[src/rtl/xspi_txn_seq.sv]
// ---------------------------------------------------------------------------
// xspi_txn_seq
//
// Protocol-phase sequencer that sits behind the xSPI PHY slave. It watches
// the PHY's per-transaction done strobe and captured word, walks the NOR
// flash command phases (opcode, address, dummy, data), and programs the
// PHY's next transaction (bit count, lane mode, direction, data to send).
// On the host side it exposes a command strobe, a one-word read buffer
// with valid/ready, and a write-word strobe.
//
// The system clock must run at least 8x the serial clock, so the
// synchronisers plus edge detect settle before the next sck falling edge.
//
// Optional feature macro: XSPI_SEQ_4BYTE_ADDR_EN
//   defined   : 0x13/0x0C/0x12 act as 4-byte-address READ/FAST_READ/PROGRAM
//   undefined : those opcodes are unknown and the address is always 24 bits
//
// Ports
//   clk_i, rst_ni         system clock, asynchronous active-low reset
//   phy_sce_i             chip enable from PHY (async to clk_i)
//   phy_txndone_i         PHY transaction done (sck domain)
//   phy_txndata_i         word captured by the PHY
//   phy_txnbc_o           next transaction bit count
//   phy_txnmode_o         00 single, 01 dual, 10 quad, 11 octo
//   phy_txndir_o          1 = PHY drives sio
//   phy_txndata_o         word for the PHY to shift out
//   cmd_valid_o           one-clk pulse when opcode/address are valid
//   cmd_opcode_o          last decoded opcode
//   cmd_addr_o            command address, zero-extended
//   rdata_i/rdata_valid_i host read word and its valid
//   rdata_ready_o         read buffer can take a word
//   wdata_o/wdata_valid_o received program word and its one-clk strobe
//   status_i              status byte returned for 0x05
//   underrun_o            one-clk pulse: no read word at a phase deadline
//   unknown_cmd_o         one-clk pulse: opcode not decoded
//   abort_o               one-clk pulse: CE dropped in ADDR or DUMMY
// ---------------------------------------------------------------------------
module xspi_txn_seq #(
  parameter int WORD_SIZE        = 32,
  parameter int CYCLE_COUNT_BITS = 6,
  parameter int DUMMY_FAST       = 8,
  parameter int DUMMY_QIO        = 6
) (
  input  logic                        clk_i,
  input  logic                        rst_ni,
  input  logic                        phy_sce_i,
  input  logic                        phy_txndone_i,
  input  logic [WORD_SIZE-1:0]        phy_txndata_i,
  output logic [CYCLE_COUNT_BITS-1:0] phy_txnbc_o,
  output logic [1:0]                  phy_txnmode_o,
  output logic                        phy_txndir_o,
  output logic [WORD_SIZE-1:0]        phy_txndata_o,
  output logic                        cmd_valid_o,
  output logic [7:0]                  cmd_opcode_o,
  output logic [31:0]                 cmd_addr_o,
  input  logic [WORD_SIZE-1:0]        rdata_i,
  input  logic                        rdata_valid_i,
  output logic                        rdata_ready_o,
  output logic [WORD_SIZE-1:0]        wdata_o,
  output logic                        wdata_valid_o,
  input  logic [7:0]                  status_i,
  output logic                        underrun_o,
  output logic                        unknown_cmd_o,
  output logic                        abort_o
);

  localparam logic [CYCLE_COUNT_BITS-1:0] BC_CMD    = CYCLE_COUNT_BITS'(8);
  localparam logic [CYCLE_COUNT_BITS-1:0] BC_ADDR24 = CYCLE_COUNT_BITS'(24);
  localparam logic [CYCLE_COUNT_BITS-1:0] BC_ADDR32 = CYCLE_COUNT_BITS'(32);
  localparam logic [CYCLE_COUNT_BITS-1:0] BC_WORD   = CYCLE_COUNT_BITS'(WORD_SIZE);

  typedef enum logic [2:0] {
    S_IDLE,
    S_CMD,
    S_ADDR,
    S_DUMMY,
    S_DATA_RD,
    S_DATA_WR,
    S_DATA_SR,
    S_IGNORE
  } state_t;

  state_t state;

  logic sce_s1, sce_s2;
  logic done_s1, done_s2, done_s3;
  logic ce, done_evt;

  // Attributes of the opcode currently being served
  logic                        op_read;
  logic                        op_write;
  logic                        op_addr32;
  logic [1:0]                  op_mode;
  logic [CYCLE_COUNT_BITS-1:0] op_dummy;

  // One-entry read buffer between the host and phy_txndata_o
  logic                 buf_valid;
  logic [WORD_SIZE-1:0] buf_data;

  logic                        dec_known, dec_read, dec_write, dec_status, dec_addr32;
  logic [1:0]                  dec_mode;
  logic [CYCLE_COUNT_BITS-1:0] dec_dummy;

  logic        accept;
  logic        load_word;
  logic [31:0] addr_word;

  assign ce        = sce_s2;
  assign done_evt  = done_s2 & ~done_s3;
  assign addr_word = phy_txndata_i[31:0];

  // CE and done come from the sck domain; two flops each, plus a third
  // flop on done so only its rising edge counts as an event.
  always_ff @(posedge clk_i or negedge rst_ni) begin
    if (!rst_ni) begin
      sce_s1  <= 1'b0;
      sce_s2  <= 1'b0;
      done_s1 <= 1'b0;
      done_s2 <= 1'b0;
      done_s3 <= 1'b0;
    end else begin
      sce_s1  <= phy_sce_i;
      sce_s2  <= sce_s1;
      done_s1 <= phy_txndone_i;
      done_s2 <= done_s1;
      done_s3 <= done_s2;
    end
  end

  // Opcode decode of the freshly captured command byte
  always_comb begin
    dec_known  = 1'b1;
    dec_read   = 1'b0;
    dec_write  = 1'b0;
    dec_status = 1'b0;
    dec_addr32 = 1'b0;
    dec_mode   = 2'b00;
    dec_dummy  = '0;
    case (phy_txndata_i[7:0])
      8'h03: dec_read = 1'b1;
      8'h0B: begin
        dec_read  = 1'b1;
        dec_dummy = CYCLE_COUNT_BITS'(DUMMY_FAST);
      end
      8'hEB: begin
        dec_read  = 1'b1;
        dec_mode  = 2'b10;
        dec_dummy = CYCLE_COUNT_BITS'(DUMMY_QIO);
      end
      8'h02: dec_write  = 1'b1;
      8'h05: dec_status = 1'b1;
`ifdef XSPI_SEQ_4BYTE_ADDR_EN
      8'h13: begin
        dec_read   = 1'b1;
        dec_addr32 = 1'b1;
      end
      8'h0C: begin
        dec_read   = 1'b1;
        dec_addr32 = 1'b1;
        dec_dummy  = CYCLE_COUNT_BITS'(DUMMY_FAST);
      end
      8'h12: begin
        dec_write  = 1'b1;
        dec_addr32 = 1'b1;
      end
`endif
      default: dec_known = 1'b0;
    endcase
  end

  // The host may fill the buffer as soon as a read command is in its
  // address phase, so a word can be ready for the very first data phase.
  assign rdata_ready_o = ~buf_valid & ce &
                         (((state == S_ADDR) & op_read) |
                          (state == S_DUMMY) | (state == S_DATA_RD));
  assign accept = rdata_valid_i & rdata_ready_o;

  // Moments when the buffer is handed to the PHY: entry into the read data
  // phase (from ADDR or DUMMY) and every data-phase done. A CE fall in the
  // same clk takes precedence, hence the ce term.
  assign load_word = ce & done_evt &
                     (((state == S_ADDR) & op_read & (op_dummy == '0)) |
                      (state == S_DUMMY) | (state == S_DATA_RD));

  // Phase sequencer. All PHY config and host strobes are registered here.
  always_ff @(posedge clk_i or negedge rst_ni) begin
    if (!rst_ni) begin
      state         <= S_IDLE;
      phy_txnbc_o   <= BC_CMD;
      phy_txnmode_o <= 2'b00;
      phy_txndir_o  <= 1'b0;
      phy_txndata_o <= '0;
      cmd_valid_o   <= 1'b0;
      cmd_opcode_o  <= 8'h00;
      cmd_addr_o    <= 32'h0;
      wdata_o       <= '0;
      wdata_valid_o <= 1'b0;
      underrun_o    <= 1'b0;
      unknown_cmd_o <= 1'b0;
      abort_o       <= 1'b0;
      buf_valid     <= 1'b0;
      buf_data      <= '0;
      op_read       <= 1'b0;
      op_write      <= 1'b0;
      op_addr32     <= 1'b0;
      op_mode       <= 2'b00;
      op_dummy      <= '0;
    end else begin
      cmd_valid_o   <= 1'b0;
      wdata_valid_o <= 1'b0;
      underrun_o    <= 1'b0;
      unknown_cmd_o <= 1'b0;
      abort_o       <= 1'b0;

      if (accept) begin
        buf_valid <= 1'b1;
        buf_data  <= rdata_i;
      end

      if (load_word) begin
        if (buf_valid) begin
          phy_txndata_o <= buf_data;
          buf_valid     <= 1'b0;
        end else begin
          phy_txndata_o <= '1;
          underrun_o    <= 1'b1;
        end
      end

      if ((state != S_IDLE) && !ce) begin
        state         <= S_IDLE;
        phy_txnbc_o   <= BC_CMD;
        phy_txnmode_o <= 2'b00;
        phy_txndir_o  <= 1'b0;
        phy_txndata_o <= '0;
        buf_valid     <= 1'b0;
        abort_o       <= (state == S_ADDR) || (state == S_DUMMY);
      end else begin
        case (state)
          S_IDLE: begin
            phy_txnbc_o   <= BC_CMD;
            phy_txnmode_o <= 2'b00;
            phy_txndir_o  <= 1'b0;
            phy_txndata_o <= '0;
            if (ce) state <= S_CMD;
          end

          S_CMD: begin
            if (done_evt) begin
              cmd_opcode_o <= phy_txndata_i[7:0];
              op_read      <= dec_read;
              op_write     <= dec_write;
              op_addr32    <= dec_addr32;
              op_mode      <= dec_mode;
              op_dummy     <= dec_dummy;
              if (!dec_known) begin
                state         <= S_IGNORE;
                unknown_cmd_o <= 1'b1;
                phy_txnbc_o   <= BC_WORD;
                phy_txnmode_o <= 2'b00;
                phy_txndir_o  <= 1'b0;
              end else if (dec_status) begin
                state         <= S_DATA_SR;
                phy_txnbc_o   <= BC_CMD;
                phy_txnmode_o <= 2'b00;
                phy_txndir_o  <= 1'b1;
                phy_txndata_o <= WORD_SIZE'(status_i);
              end else begin
                state         <= S_ADDR;
                phy_txnbc_o   <= dec_addr32 ? BC_ADDR32 : BC_ADDR24;
                phy_txnmode_o <= dec_mode;
                phy_txndir_o  <= 1'b0;
              end
            end
          end

          S_ADDR: begin
            if (done_evt) begin
              cmd_addr_o  <= op_addr32 ? addr_word : {8'h00, addr_word[23:0]};
              cmd_valid_o <= 1'b1;
              if (op_dummy != '0) begin
                // Dummy length is in sck cycles; scale to bits for the lane mode
                state        <= S_DUMMY;
                phy_txnbc_o  <= op_dummy << op_mode;
                phy_txndir_o <= 1'b0;
              end else if (op_write) begin
                state         <= S_DATA_WR;
                phy_txnbc_o   <= BC_WORD;
                phy_txnmode_o <= 2'b00;
                phy_txndir_o  <= 1'b0;
              end else begin
                state        <= S_DATA_RD;
                phy_txnbc_o  <= BC_WORD;
                phy_txndir_o <= 1'b1;
              end
            end
          end

          S_DUMMY: begin
            if (done_evt) begin
              state        <= S_DATA_RD;
              phy_txnbc_o  <= BC_WORD;
              phy_txndir_o <= 1'b1;
            end
          end

          S_DATA_WR: begin
            if (done_evt) begin
              wdata_o       <= phy_txndata_i;
              wdata_valid_o <= 1'b1;
            end
          end

          S_DATA_SR: begin
            if (done_evt) phy_txndata_o <= WORD_SIZE'(status_i);
          end

          S_DATA_RD, S_IGNORE: begin
          end

          default: state <= S_IDLE;
        endcase
      end
    end
  end

endmodule

[config.mk]
export PLATFORM = sky130hd
export DESIGN_NAME = xspi_txn_seq
export DESIGN_NICKNAME = d
export VERILOG_FILES = /design/src/rtl/xspi_txn_seq.sv
export SDC_FILE = /design/constraint.sdc
export NUM_CORES = 1
export LEC_CHECK = 0
export ABC_AREA = 1
export BUFFER_PORTS_ARGS = -buffer_cell sky130_fd_sc_hd__buf_2
export CELL_PAD_IN_SITES_DETAIL_PLACEMENT = 1
export CELL_PAD_IN_SITES_GLOBAL_PLACEMENT = 2
export CORE_MARGIN = 4
export CORE_UTILIZATION = 30
export DETAILED_ROUTE_END_ITERATION = 8
export PLACE_DENSITY = 0.84
export REMOVE_ABC_BUFFERS = 1
export SLEW_MARGIN = 20
export SYNTH_ARGS = -nofsm -noshare
export SYNTH_HDL_FRONTEND = slang
export SYNTH_SLANG_ARGS = --single-unit
[constraint.sdc]
create_clock -name clk_i -period 2.1 [get_ports clk_i]
set_input_delay 0.315 -clock clk_i [delete_from_list [all_inputs] [get_ports clk_i]]
set_output_delay 0.315 -clock clk_i [all_outputs]
set_load 0.05 [all_outputs]
==> impl_results.md <==
* Status: completed
* Routed Antenna Nets at 0
* Commonest cells after routing, fill and taps aside: nand2_1, buf_2, dfrtp_1, o21ai_0, nand3_1
* RSZ-0062 raised after global routing: true
* Placed cell area at roughly 7700 um^2
* Global route total overflow at 0
* Worst path required time at 1.78 ns
* Worst Hold Slack at approximately 0.097 ns
* Slowest-stage cell, CP: dfrtp_2
* Site Rows at 53
* Die Footprint at 24200 um^2
* Final Cycle Share at 97.4%
* Gpl congestion at 0.812
* Post-layout nets at approximately 1000
* Overall routing resource usage at between 10% and 20%
* FF-to-FF path depth at 8
* Worst-path cell chain: inv_2, nand2_1, nand2_1, nand2_4, nand2_2, nor2_4, buf_6
* Synthesis-to-layout area growth at 28.6%
* Most common cell after layout, fill and taps aside: nand2_1
* Share of layout cells above drive strength 1 at about 28%
* Min-Delay Endpoint: wdata_o[29]
* Crit path DAT at between 1.5 and 2 ns
* RR Endpoint: cmd_opcode_o[0]
* Distinct cells, synth at 33
* Worst vdd ir at between 0.6 and 0.7 mV
* Reg-to-Reg Start: state[0]
* Clk sinks at ~150
* Final WL at 19600 um
* DR iter-0 viols at 188
* Vias in the first global route at just under 6000
* CP top delay family: simple AND/OR/NAND/NOR gates
* Max-slew violations at 0
* DR WL/cell at ~16 um
* Die Y at around 160 um
* Antenna violations before repair at 0
* Dpl cells at 1180
* Core ar. at 21200 um^2
* Cell Pwr Density at approximately 1600 nW/um^2
* Max_slew headroom at 62.3%
* Cell count after synthesis at between 700 and 800
* Crit path launch type: flop
* Diodes inserted at 0
* IO Count at between 150 and 200
* Setup WS pre-CTS at 0.0904 ns
* Finish-stage setup viols at 0
* Number of buffers created by CTS at 17
* Vias per std cell at around 4.5
* Final Skew at around 0.017 ns
* Worst skew pair latency at approximately 0.43 ns
* Critical path endpoint category: primary output
* CTS Root Cell: clkbuf_16
* Fin crit period at between 2 and 2.5 ns
* Post-Route Utilization at between 30 and 40%
* Seq/Total Area, Yosys at about three fifths
* Fmax at roughly 500 MHz
* Syn. warnings at 0
* DPL Wire Length at roughly 14000 um
* Clock-pin transition on the worst setup and hold timing paths at approximately 0.070 ns
* First drt pass iteration count at 4
* Largest net degree at the start of global routing at 66
* Vias at about 5600
* Final Cell Area at 8400 um^2
* Critical path fanouts, max at 8
* Critical path class: reg -> out
* H-tree levels at 4
* Worst hold path class: in -> reg
* Crit-path most repeated cell: nand2_1
* Tightest Pin Transition at between 0.5 and 0.6 ns
* Drc violations at 0
* CP Buf/Inv Count at 2
* Hold Vio Cnt, Final at 0
* R2R Setup Slk at between 0.15 and 0.2 ns
* CTS tree: built
* Synthesized area per cell at slightly below 9 um^2
* Hold Startpoint: phy_txndata_i[29]
* Synth Cell Area at about 6500 um^2
* I/O Buffers at 185
* Cell depth of the worst hold path at 3
* Leakage Power at about 4.4 nW
* Max-Cap Viols at 0
* Seq cells post-synth at 152
* Die width at 156 um
* Initial core utilization at a little under a third
* CP peak stage delay at between 0.4 and 0.5 ns
* Fillers at 2555
* Final setup margin at about 0.054 ns
* First-pass GRT wire length at around 31000 um
* Clock Tree Buf Depth at 2
* Finished Layout Cells at ~1200
* WP depth at 7
final cells by class:
class | count | area [um^2] | share of cell area, %
Sequential cell | 152 | 3810 | 45.4
Multi-Input combinational cell | 493 | 2220 | 26.5
Timing Repair Buffer | 205 | 1170 | 13.9
Clock buffer | 18 | 439 | 5.23
Tap cell | 275 | 344 | 4.10
Inverter | 62 | 244 | 2.91
Clock inverter | 14 | 153 | 1.82
Timing Repair inverter | 2 | 15.0 | 0.179
layer usage:
layer  track usage, %  vias to the layer above  share of wire, %  routed length [um]
met5                0                        -                 0                   0
met4             5.04                        0               1.4                 277
met3             2.94                       21               2.9                 573
met2             28.1                       96                52               10100
met1             21.2                     2704                44                8620
li1                 -                     2731                 -                   -
stage by stage:
step,power (mW),setup TNS (ns)
after global routing,14.1,-0.0387
after global placement,10.1,0
final,13.2,0
after floorplan,8.43,-38.75
after CTS,13.4,0
after detailed placement,10.2,0
worst max-delay path by stage:
stage,startpoint,endpoint,slack (ns)
finish,state[0],rdata_ready_o,0.05
global placement,state[0],cmd_opcode_o[1],0.13
CTS,state[0],rdata_ready_o,0.02
detailed placement,state[0],cmd_opcode_o[7],0.09
global route,state[1],rdata_ready_o,-0.04
floorplan,state[0],wdata_o[11],-0.95
repair_timing:
item                                   in CTS  in global routing
gates resized for setup                     4                  6
setup endpoints to repair                   1                  9
endpoints found under the hold margin      40                  0
buffers inserted                            4                  0
pin swaps                                   0                  0
gates cloned                                0                  2
hold buffers                                3                  0
flip-flops by register name (all words and copies together) (netlist names), 2 cells and up:
register,count
buf_data,32
cmd_addr_o,24
phy_txnbc_o,4
state,3
op_dummy,2
cmd_opcode_o,8
phy_txndata_o,32
wdata_o,32
logic make-up (layout without fill, tap and decap cells):
| kind of cell | Yosys count | count (layout) | synth area share [%] |
|---|---|---|---|
| buffers and inverters | 108 | 301 | 8.39 |
| other | 1 | 10 | 0.0574 |
| AOI/OAI and AO/OA | 121 | 121 | 9.75 |
| and+or+nand+nor | 362 | 362 | 23.5 |
| DFF | 152 | 152 | 58.3 |
power breakdown:
group	internal, mW	total, mW	switching, mW
clock network	1.72	3.08	1.35
registers	3.92	4.48	0.552
logic	1.32	5.68	4.37
synthesized netlist by cell type (all sizes together):
cell type | instances | area [um^2]
nand2 | 249 | 960
dfrtp | 151 | 3780
o21ai | 79 | 410
inv | 61 | 234
nand3 | 59 | 313
nor2 | 42 | 185
a21oi | 40 | 211
buf | 35 | 268
clkbuf | 11 | 42.5
nand4 | 9 | 56.3
nor3 | 2 | 15.0
clkinv | 1 | 3.75
conb | 1 | 3.75
dfstp | 1 | 26.3
nand3b | 1 | 7.51
o211ai | 1 | 7.51
o21a | 1 | 7.51
worst reg2reg max path, delay by kind of cell (launching register included):
kind / cells / cell delay, ns
AOI/OAI and AO/OA: 2 / 0.27
DFF: 1 / 0.46
and+or+nand+nor: 4 / 0.65
buffers and inverters: 2 / 0.45
No activity file was read; power rests on OpenSTA's default activity.
